**config.mk**
```make
export PLATFORM = sky130hd
export DESIGN_NAME = n_serial_adder
export DESIGN_NICKNAME = d
export VERILOG_FILES = /design/src/rtl/n_serial_adder.sv
export SDC_FILE = /design/constraint.sdc
export NUM_CORES = 1
export LEC_CHECK = 0
export ABC_AREA = 1
export CORE_ASPECT_RATIO = 0.9
export CORE_MARGIN = 5
export CORE_UTILIZATION = 45
export DETAILED_ROUTE_END_ITERATION = 16
export PLACE_DENSITY = 0.8
export SYNTH_ARGS = -nofsm -noshare
export SYNTH_HDL_FRONTEND = slang
export SYNTH_SLANG_ARGS = --single-unit
export TNS_END_PERCENT = 20
```
**constraint.sdc**
```tcl
create_clock -name clk -period 1.63 [get_ports clk]
set_clock_uncertainty 0.05 [all_clocks]
set_input_delay 0.326 -clock clk [delete_from_list [all_inputs] [get_ports clk]]
set_output_delay 0.326 -clock clk [all_outputs]
set_load 0.05 [all_outputs]
```
**src/rtl/n_serial_adder.sv**
```systemverilog
// ---------------------------------------------------------------------------
// n_serial_adder
//
// Bit-serial N-bit adder. Computes {cout, sum} = a + b + cin one bit per
// clock, LSB first, using a single full-adder cell and a carry flop. This is
// intended for area-constrained datapaths that can tolerate N cycles of
// latency.
//
// A start request is only accepted while idle. The operands are captured on
// that edge. The next N edges each resolve one result bit. The cycle after
// the last bit-step raises done for exactly one cycle. The result then stays
// on sum/cout until the next accepted start.
//
// Parameters
//   N      operand/result width in bits (N >= 1)
//
// Ports
//   clk    in   1  single clock, rising-edge
//   rst_n  in   1  synchronous active-low reset, priority over all inputs
//   start  in   1  operation request, only looked at while idle
//   a      in   N  operand A, captured on an accepted start
//   b      in   N  operand B, captured on an accepted start
//   cin    in   1  carry-in, captured on an accepted start
//   busy   out  1  high while an operation is running or finishing
//   done   out  1  one-cycle pulse: sum/cout hold the finished result
//   sum    out  N  registered result bits (intermediate values during RUN)
//   cout   out  1  registered carry-out of the MSB
// ---------------------------------------------------------------------------
module n_serial_adder #(
  parameter int N = 4
) (
  input  logic         clk,
  input  logic         rst_n,
  input  logic         start,
  input  logic [N-1:0] a,
  input  logic [N-1:0] b,
  input  logic         cin,
  output logic         busy,
  output logic         done,
  output logic [N-1:0] sum,
  output logic         cout
);

  // A one-bit counter is still needed for N=1. $clog2(1) would give zero.
  localparam int CW = (N > 1) ? $clog2(N) : 1;

  // Counter value during the final (Nth) bit-step.
  localparam logic [CW-1:0] LAST_STEP = CW'(N - 1);

  localparam logic [1:0] IDLE = 2'd0;
  localparam logic [1:0] RUN  = 2'd1;
  localparam logic [1:0] DONE = 2'd2;

  logic [1:0]    state_q, state_d;
  logic [N-1:0]  aSh_q,   aSh_d;
  logic [N-1:0]  bSh_q,   bSh_d;
  logic          carry_q, carry_d;
  logic [CW-1:0] cnt_q,   cnt_d;
  logic [N-1:0]  sum_q,   sum_d;
  logic          cout_q,  cout_d;

  // The single full-adder cell. It always looks at the current LSBs of the
  // operand shifters and the carry flop.
  logic bitSum;
  logic bitCarry;

  always_comb begin
    bitSum   = aSh_q[0] ^ bSh_q[0] ^ carry_q;
    bitCarry = (aSh_q[0] & bSh_q[0]) | (aSh_q[0] & carry_q) | (bSh_q[0] & carry_q);
  end

  // Next-state logic.
  // In IDLE, an accepted start loads the operand shifters and the carry.
  // sum/cout keep showing the previous result here, because every one of
  // the old result bits is shifted out during RUN anyway.
  // In RUN, each step drops the resolved bit into the sum MSB and shifts
  // everything right. After N steps the LSB has therefore reached bit 0.
  // cout is only written on the final step, where the carry flop's next
  // value is the true carry-out of the MSB.
  always_comb begin
    state_d = state_q;
    aSh_d   = aSh_q;
    bSh_d   = bSh_q;
    carry_d = carry_q;
    cnt_d   = cnt_q;
    sum_d   = sum_q;
    cout_d  = cout_q;

    case (state_q)
      IDLE: begin
        if (start) begin
          aSh_d   = a;
          bSh_d   = b;
          carry_d = cin;
          cnt_d   = '0;
          state_d = RUN;
        end
      end

      RUN: begin
        aSh_d        = aSh_q >> 1;
        bSh_d        = bSh_q >> 1;
        carry_d      = bitCarry;
        sum_d        = sum_q >> 1;
        sum_d[N-1]   = bitSum;
        cnt_d        = cnt_q + CW'(1);
        if (cnt_q == LAST_STEP) begin
          cout_d  = bitCarry;
          state_d = DONE;
        end
      end

      DONE: begin
        state_d = IDLE;
      end

      default: begin
        state_d = IDLE;
      end
    endcase
  end

  // State registers.
  // Reset is synchronous and overrides everything else, including a
  // pending start. An operation that is in flight is aborted without a done
  // pulse, and the visible result is cleared.
  always_ff @(posedge clk) begin
    if (!rst_n) begin
      state_q <= IDLE;
      aSh_q   <= '0;
      bSh_q   <= '0;
      carry_q <= 1'b0;
      cnt_q   <= '0;
      sum_q   <= '0;
      cout_q  <= 1'b0;
    end else begin
      state_q <= state_d;
      aSh_q   <= aSh_d;
      bSh_q   <= bSh_d;
      carry_q <= carry_d;
      cnt_q   <= cnt_d;
      sum_q   <= sum_d;
      cout_q  <= cout_d;
    end
  end

  assign busy = (state_q != IDLE);
  assign done = (state_q == DONE);
  assign sum  = sum_q;
  assign cout = cout_q;

endmodule

```
Yosys cells after proc, flatten, opt, wreduce, memory -nomap -nowiden
Index checks and enable logic that the tools add are counted. W data, S select, Z words.

$add $sub $neg: 1. Equality and inequality tests: 5. Multiplexer cells: 11. Bitwise operators: 7. Reduce and logical (&&, ||, !) cells: 6.

Operators by type and width (number): $pmux W4 S2 (2); $mux W4 (2); $pmux W2 S2 (2); $mux W2 (3); $reduce_and A2 Y1 (3); $eq A2 B2 Y1 const B (2); $ne A2 B2 Y1 const B (2); $reduce_bool A2 Y1 (2); $and A1 B1 Y1 (3); $add A2 B1 Y2 const B (1); $eq A2 B1 Y1 const B (1); $logic_not A2 Y1 (1); $or A1 B1 Y1 (2); $pmux W1 S2 (1); $xor A1 B1 Y1 (2); $mux W1 (1).

Register bits after elaboration: 18. Input bits: 12. Output and inout port bits: 7. Logic and storage cells: 37.

Longest topological paths before layout
Gate-level depths: netlist (run 1).

Depth in word-level cells: 4. Depth in mapped cells: 6. Gate-level depth less buffers: 5.

Worst setup path before layout (run 1)
Ideal clock, no wire load.

Path type: flip-flop to output port. Start point: register state_q[0]. End point: output port done. Arrival time: 1.172 ns. Required time: 1.254 ns. Slack: 0.082 ns. Stages on the path, launching flop included: 3. Buffers on the path: 1. Cells stage by stage: dfxtp_1 -> buf_2 -> nor2_1.

Longest elaborated chain between the ends: 1.

Ends and longest elaborated chain: start, declared (line 54) `logic [1:0] state_q, state_d;`; start signal, assigned (line 137) `state_q <= state_d;`; $eq A2 B2 Y1 (line 148) `assign done = (state_q == DONE);`; end, declared (line 39) `output logic done,`.

No other way between the ends.

Worst setup path after layout (run 1)
Start point: register state_q[1]. End point: output port done.

Same word-level chain as after synthesis.

==> results of run 1 <==
-- per-layer routing --
metal / GRT usage (%) / up-vias / routed length, um
met3: 3.78 / 4 / 67
met1: 15.5 / 338 / 769
met2: 22.6 / 13 / 849
met5: 0 / - / 0
met4: 6.88 / 0 / 25
li1: - / 415 / -
-- how the worst max path moves through the flow --
stage,from,endpoint,slack [ns],cells after the start
CTS,state_q[1],done,0.08,3
global route,state_q[1],done,0.01,3
finish,state_q[1],done,0.1,3
detailed placement,start,carry_q,0.17,6
floorplan,state_q[0],done,0.08,2
global placement,start,aSh_q[2],0.20,6
-- registers in the layout, summed over array words and instances, names as in the netlist --
signal / cells
bSh_q: 4
cout: 1
sum: 4
carry_q: 1
state_q: 2
cnt_q: 2
aSh_q: 4
-- layout make-up --
type	instances	area, um2
fillers	157	586
multi-input cells	81	379
flip-flops and latches	18	360
repair buffers	21	260
inverters	22	82.6
clock buffers	4	36.3
well taps	24	30.0
-- power by group --
group	switching (mW)	internal, mW
clock network	0.138	0.136
logic	0.123	0.109
registers	0.0243	0.472
total	0.285	0.717
-- cell families (layout without fill, tap and decap cells) --
group,count (synthesis),in the layout,synth area share [%]
adder cells (fa/ha/maj),2,2,3.83
AND/OR/NAND/NOR,62,62,29.0
buffers and inverters,26,47,13.0
flip-flops,18,18,42.4
AO/OA/AOI/OAI,17,17,11.8
-- cells in the mapped netlist (all sizes together) --
cell type and number:
inv 22, nor2 22, nand3 3, buf 3, fa 1, ha 1, a21oi 11, o21ai 6
nand2 37, dfxtp 18, clkbuf 1
-- critical path: cells and delay by family, from the launching register on --
kind          cells  cell delay (ns)
flops             1             0.42
buf+inv           2             0.25
simple gates      1             0.18
-- metrics by stage --
step | hold WS, ns | total power [mW] | cells | worst slack, ns | utilization, %
2_1_floorplan | 0.390 | 0.638 | 125 | 0.0822 | -
3_3_place_gp | 0.403 | 0.731 | 166 | 0.201 | 64.1
3_5_place_dp | 0.406 | 0.738 | 166 | 0.167 | 64.1
4_1_cts | 0.420 | 1.01 | 170 | 0.0750 | 66.2
5_1_grt | 0.436 | 1.07 | 170 | 0.0108 | 66.2
6_report | 0.418 | 1.00 | 170 | 0.0994 | 66.2
==> flow_metrics.py, run 1 <==
metrics = {
    "run_status": {
        "status": "completed",
    },
    "final_layout": {
        "final_common_cell": "nand2_1",
        "fin_area_mm2": 0.00115,
        "antenna_cells": 0,
        "final_nets": 161,
        "layout-drive-gt1-share_pct": 13.0,
        "final_cell_mix": "36 x nand2_1, 21 x nor2_1, 21 x inv_1, 18 x dfxtp_1, 11 x clkdlybuf4s50_1",
        "syn_to_final_growth_pct": 35.2,
    },
    "yosys": {
        "synth_area_um2": 850,
        "yosysWarnings": 0,
        "ys_seq_area_share_pct": 42.4,
        "synth_area_leader_cell": "dfxtp_1",
        "ys_seq_elements": 18,
        "synth_cell_type_count": 18,
        "yosysTopAreaCellShare_pct": 42.4,
        "syn-num-nets": 139,
        "syn_inst": 125,
        "yosys-top-cells-area": "dfxtp_1 42%, nand2_1 16%, inv_1 9.3%",
        "avgSynthCellArea_um2": 6.80,
    },
    "timing": {
        "tns_ns": 0,
        "finalCriticalPeriod_ns": 1.53,
        "finalHoldViolations": 0,
        "post-route-period-util_pct": 93.9,
        "clock.fmax_mhz": 653,
        "max-slew-margin-rel_pct": 76.8,
        "finalSetupViolCount": 0,
        "rsz0062_at_grt": "no",
        "tightest_slew_ns": 0.347,
        "maxSlewViolCount": 0,
    },
    "setup_path": {
        "cp_max_fo": 3,
        "max_stage_delay_ns": 0.42,
        "worst_setup_path_start_kind": "flop",
        "r2r_setup_slack_ns": 0.36,
        "crit_path_end_kind": "output pin",
        "worstPathArrival_ns": 1.15,
        "r2r_cells": 5,
        "r2r_start": "aSh_q[0]",
        "r2r_end": "carry_q",
        "critPathRequiredTime_ns": 1.25,
        "crit_chain": "inv_2, nor2_1, buf_12",
        "critical_path_class": "reg2out",
        "critical_path.slowest_cell": "dfxtp_1",
    },
    "cts": {
        "cts_resized": 0,
        "cts-buffers-inserted": 3,
        "ctsHoldBuffers": 0,
        "clockBufferDepth": 2,
        "cts_sinks": 18,
        "clk_pin_slew_worst_paths_ns": 0.10,
        "htreeDepth": 1,
        "worstSkewPairLatency_ns": 0.29,
        "cts_tree": "yes",
        "cts_root_buf": "clkbuf_4",
        "post_cts_buffers": 0,
    },
    "routing": {
        "wl_per_cell_um": 10.1,
        "wirelength_um": 1710,
        "num_vias": 770,
        "post-route-drc-count": 0,
        "antenna_left": 0,
        "first_pass_iters": 3,
        "drt-initial-drc-count": 14,
        "via_per_inst": 4.53,
    },
    "floorplan": {
        "num_rows": 14,
        "dieArea_mm2": 0.00286,
        "start_util_pct": 49.0,
        "core_mm2": 0.00173,
        "die_w_um": 55.8,
        "ios": 19,
        "die_h_um": 51.2,
    },
    "global_route": {
        "grt_use_total_pct": 13.4,
        "grt_pass1_vias": 756,
        "antenna_found_initial": 0,
        "grt_max_degree": 20,
        "grt-ovfl-total": 0,
        "grt_pass1_wl_um": 3020,
    },
    "flow_run": {
        "max_cap_violations": 0,
    },
    "power": {
        "peakVddDrop_mv": 0.681,
        "powerDensity_mw_per_mm2": 872,
        "p_leak_nw": 0.542,
    },
    "placed_design": {
        "hpwl_um": 1310,
        "place_area_mm2": 0.00111,
        "finalWeightedCongestion": 0.731,
        "io_buffers": 18,
    },
    "worst_hold_path": {
        "min_to": "bSh_q[3]",
        "hold_path_class": "reg2reg",
        "whs_path_depth": 2,
        "hp-start": "bSh_q[3]",
    },
}
(Power assumes the default switching activity.)
==> run 2, diff against run 1 <==
--- a/config.mk
+++ b/config.mk
@@ -11,6 +11,7 @@
 export CORE_UTILIZATION = 45
 export DETAILED_ROUTE_END_ITERATION = 16
 export PLACE_DENSITY = 0.8
+export RECOVER_POWER = 100
 export SYNTH_ARGS = -nofsm -noshare
 export SYNTH_HDL_FRONTEND = slang
 export SYNTH_SLANG_ARGS = --single-unit
==> run 2 against run 1 <==
Cell count did not move. Highest routed layer unchanged. Critical path depth unchanged. Register-to-register slack got worse by 0.06 ns. Utilization is 5.1 points lower. Clock power is 1% lower. Worst hold slack gained 0.0013 ns. First-iteration DRC count shrank 14%. Critical endpoint is now busy. Sequential power is 0.8% lower. Non-clock buffer count stayed put. Global-route usage unchanged. Sequential cell count is the same. Critical path type unchanged.
==> flow_metrics.py, run 2 (synthesized netlist as in run 1, its figures left out) <==
metrics = {
    "timing": {
        "tightest_slew_ns": 0.528,
        "tns_ns": 0,
        "finalHoldViolations": 0,
        "finalSetupViolCount": 0,
        "finalCriticalPeriod_ns": 1.51,
        "rsz0062_at_grt": "no",
        "holdWs_ns": 0.419,
        "max-slew-margin-rel_pct": 64.7,
        "post-route-period-util_pct": 92.5,
        "clock.fmax_mhz": 663,
        "maxSlewViolCount": 0,
    },
    "routing": {
        "drt-initial-drc-count": 12,
        "num_vias": 769,
        "wl_per_cell_um": 10.1,
        "antenna_left": 0,
        "first_pass_iters": 4,
        "via_per_inst": 4.52,
        "wirelength_um": 1710,
        "post-route-drc-count": 0,
    },
    "final_layout": {
        "final_cell_mix": "36 x nand2_1, 22 x nor2_1, 21 x inv_1, 18 x dfxtp_1",
        "fin_cells": 170,
        "n_fill_cell": 173,
        "final_common_cell": "nand2_1",
        "final_nets": 161,
        "final_util_pct": 61.1,
        "multi_input_area_um2": 372,
        "seqCellArea_um2": 360,
        "antenna_cells": 0,
        "layout-drive-gt1-share_pct": 10.3,
        "syn_to_final_growth_pct": 24.7,
    },
    "power": {
        "total_power_uw": 962,
        "peakVddDrop_mv": 0.658,
        "powerDensity_mw_per_mm2": 908,
        "p_leak_nw": 0.541,
    },
    "setup_path": {
        "critical_path_class": "reg2out",
        "crit_path_end_kind": "output pin",
        "cp_max_fo": 6,
        "critical_path.slowest_cell": "dfxtp_1",
        "crit_chain": "nor2_1, inv_1, buf_4",
        "max_stage_delay_ns": 0.48,
        "critPathRequiredTime_ns": 1.25,
        "worst_setup_path_start_kind": "flop",
        "worstPathArrival_ns": 1.13,
    },
    "cts": {
        "post_cts_buffers": 0,
        "cts_resized": 0,
        "ctsHoldBuffers": 0,
        "cts_sinks": 18,
        "cts_root_buf": "clkbuf_4",
        "clockBufferDepth": 2,
        "htreeDepth": 1,
        "clk_pin_slew_worst_paths_ns": 0.09,
        "cts-buffers-inserted": 3,
        "cts_tree": "yes",
        "worstSkewPairLatency_ns": 0.29,
    },
    "global_route": {
        "antenna_found_initial": 0,
        "grt-ovfl-total": 0,
        "grt_use_total_pct": 13.4,
        "grt_pass1_wl_um": 3020,
        "grt_max_degree": 20,
        "grt_pass1_vias": 756,
    },
    "floorplan": {
        "start_util_pct": 49.0,
        "dieArea_mm2": 0.00286,
        "num_rows": 14,
        "die_w_um": 55.8,
        "core_mm2": 0.00173,
        "ios": 19,
        "die_h_um": 51.2,
    },
    "placed_design": {
        "hpwl_um": 1310,
        "io_buffers": 18,
        "dp_cells": 166,
        "finalWeightedCongestion": 0.731,
    },
    "flow_run": {
        "max_cap_violations": 0,
    },
    "worst_hold_path": {
        "hold_path_class": "reg2reg",
    },
    "run_status": {
        "status": "completed",
    },
}
run 2: where the power goes:
part | internal (mW) | total (mW) | switching [mW]
Sequential | 0.472 | 0.492 | 0.0203
Clock | 0.136 | 0.270 | 0.134
Combinational | 0.0796 | 0.200 | 0.121
run 2: path summary, 6_finish.rpt:
kind / start / end / slack, ns / cells after the start
min: bSh_q[3] / bSh_q[3] / 0.42 / 2
max reg2reg: state_q[0] / cout / 0.30 / 5
min reg2reg: bSh_q[3] / bSh_q[3] / 0.42 / 2
max: state_q[0] / busy / 0.12 / 3
run 2: layout make-up:
class | instances | share of cell area (%)
Sequential cell | 18 | 34.0
Inverter | 22 | 7.79
Clock buffer | 4 | 3.42
Multi-Input combinational cell | 81 | 35.1
Tap cell | 24 | 2.83
Timing Repair Buffer | 21 | 16.9
run 2: metal layers:
metal / vias to the layer above / share of wire, % / global-route usage, %
li1: 415 / - / -
met1: 337 / 45 / 15.5
met2: 13 / 49 / 22.6
met3: 4 / 4.2 / 3.78
met4: 0 / 1.6 / 6.88
met5: - / 0 / 0
run 2: stage by stage:
stage / setup slack, ns / area [um2]
after floorplan: 0.0822 / 850
after global placement: 0.201 / 1110
after detailed placement: 0.167 / 1110
after CTS: 0.0750 / 1150
after global routing: 0.0204 / 1060
final: 0.122 / 1060
run 2: critical path, delay by kind of cell, from the launching register on:
family	cells	cell delay (ns)
buf+inv	2	0.26
flops	1	0.48
simple gates	1	0.11
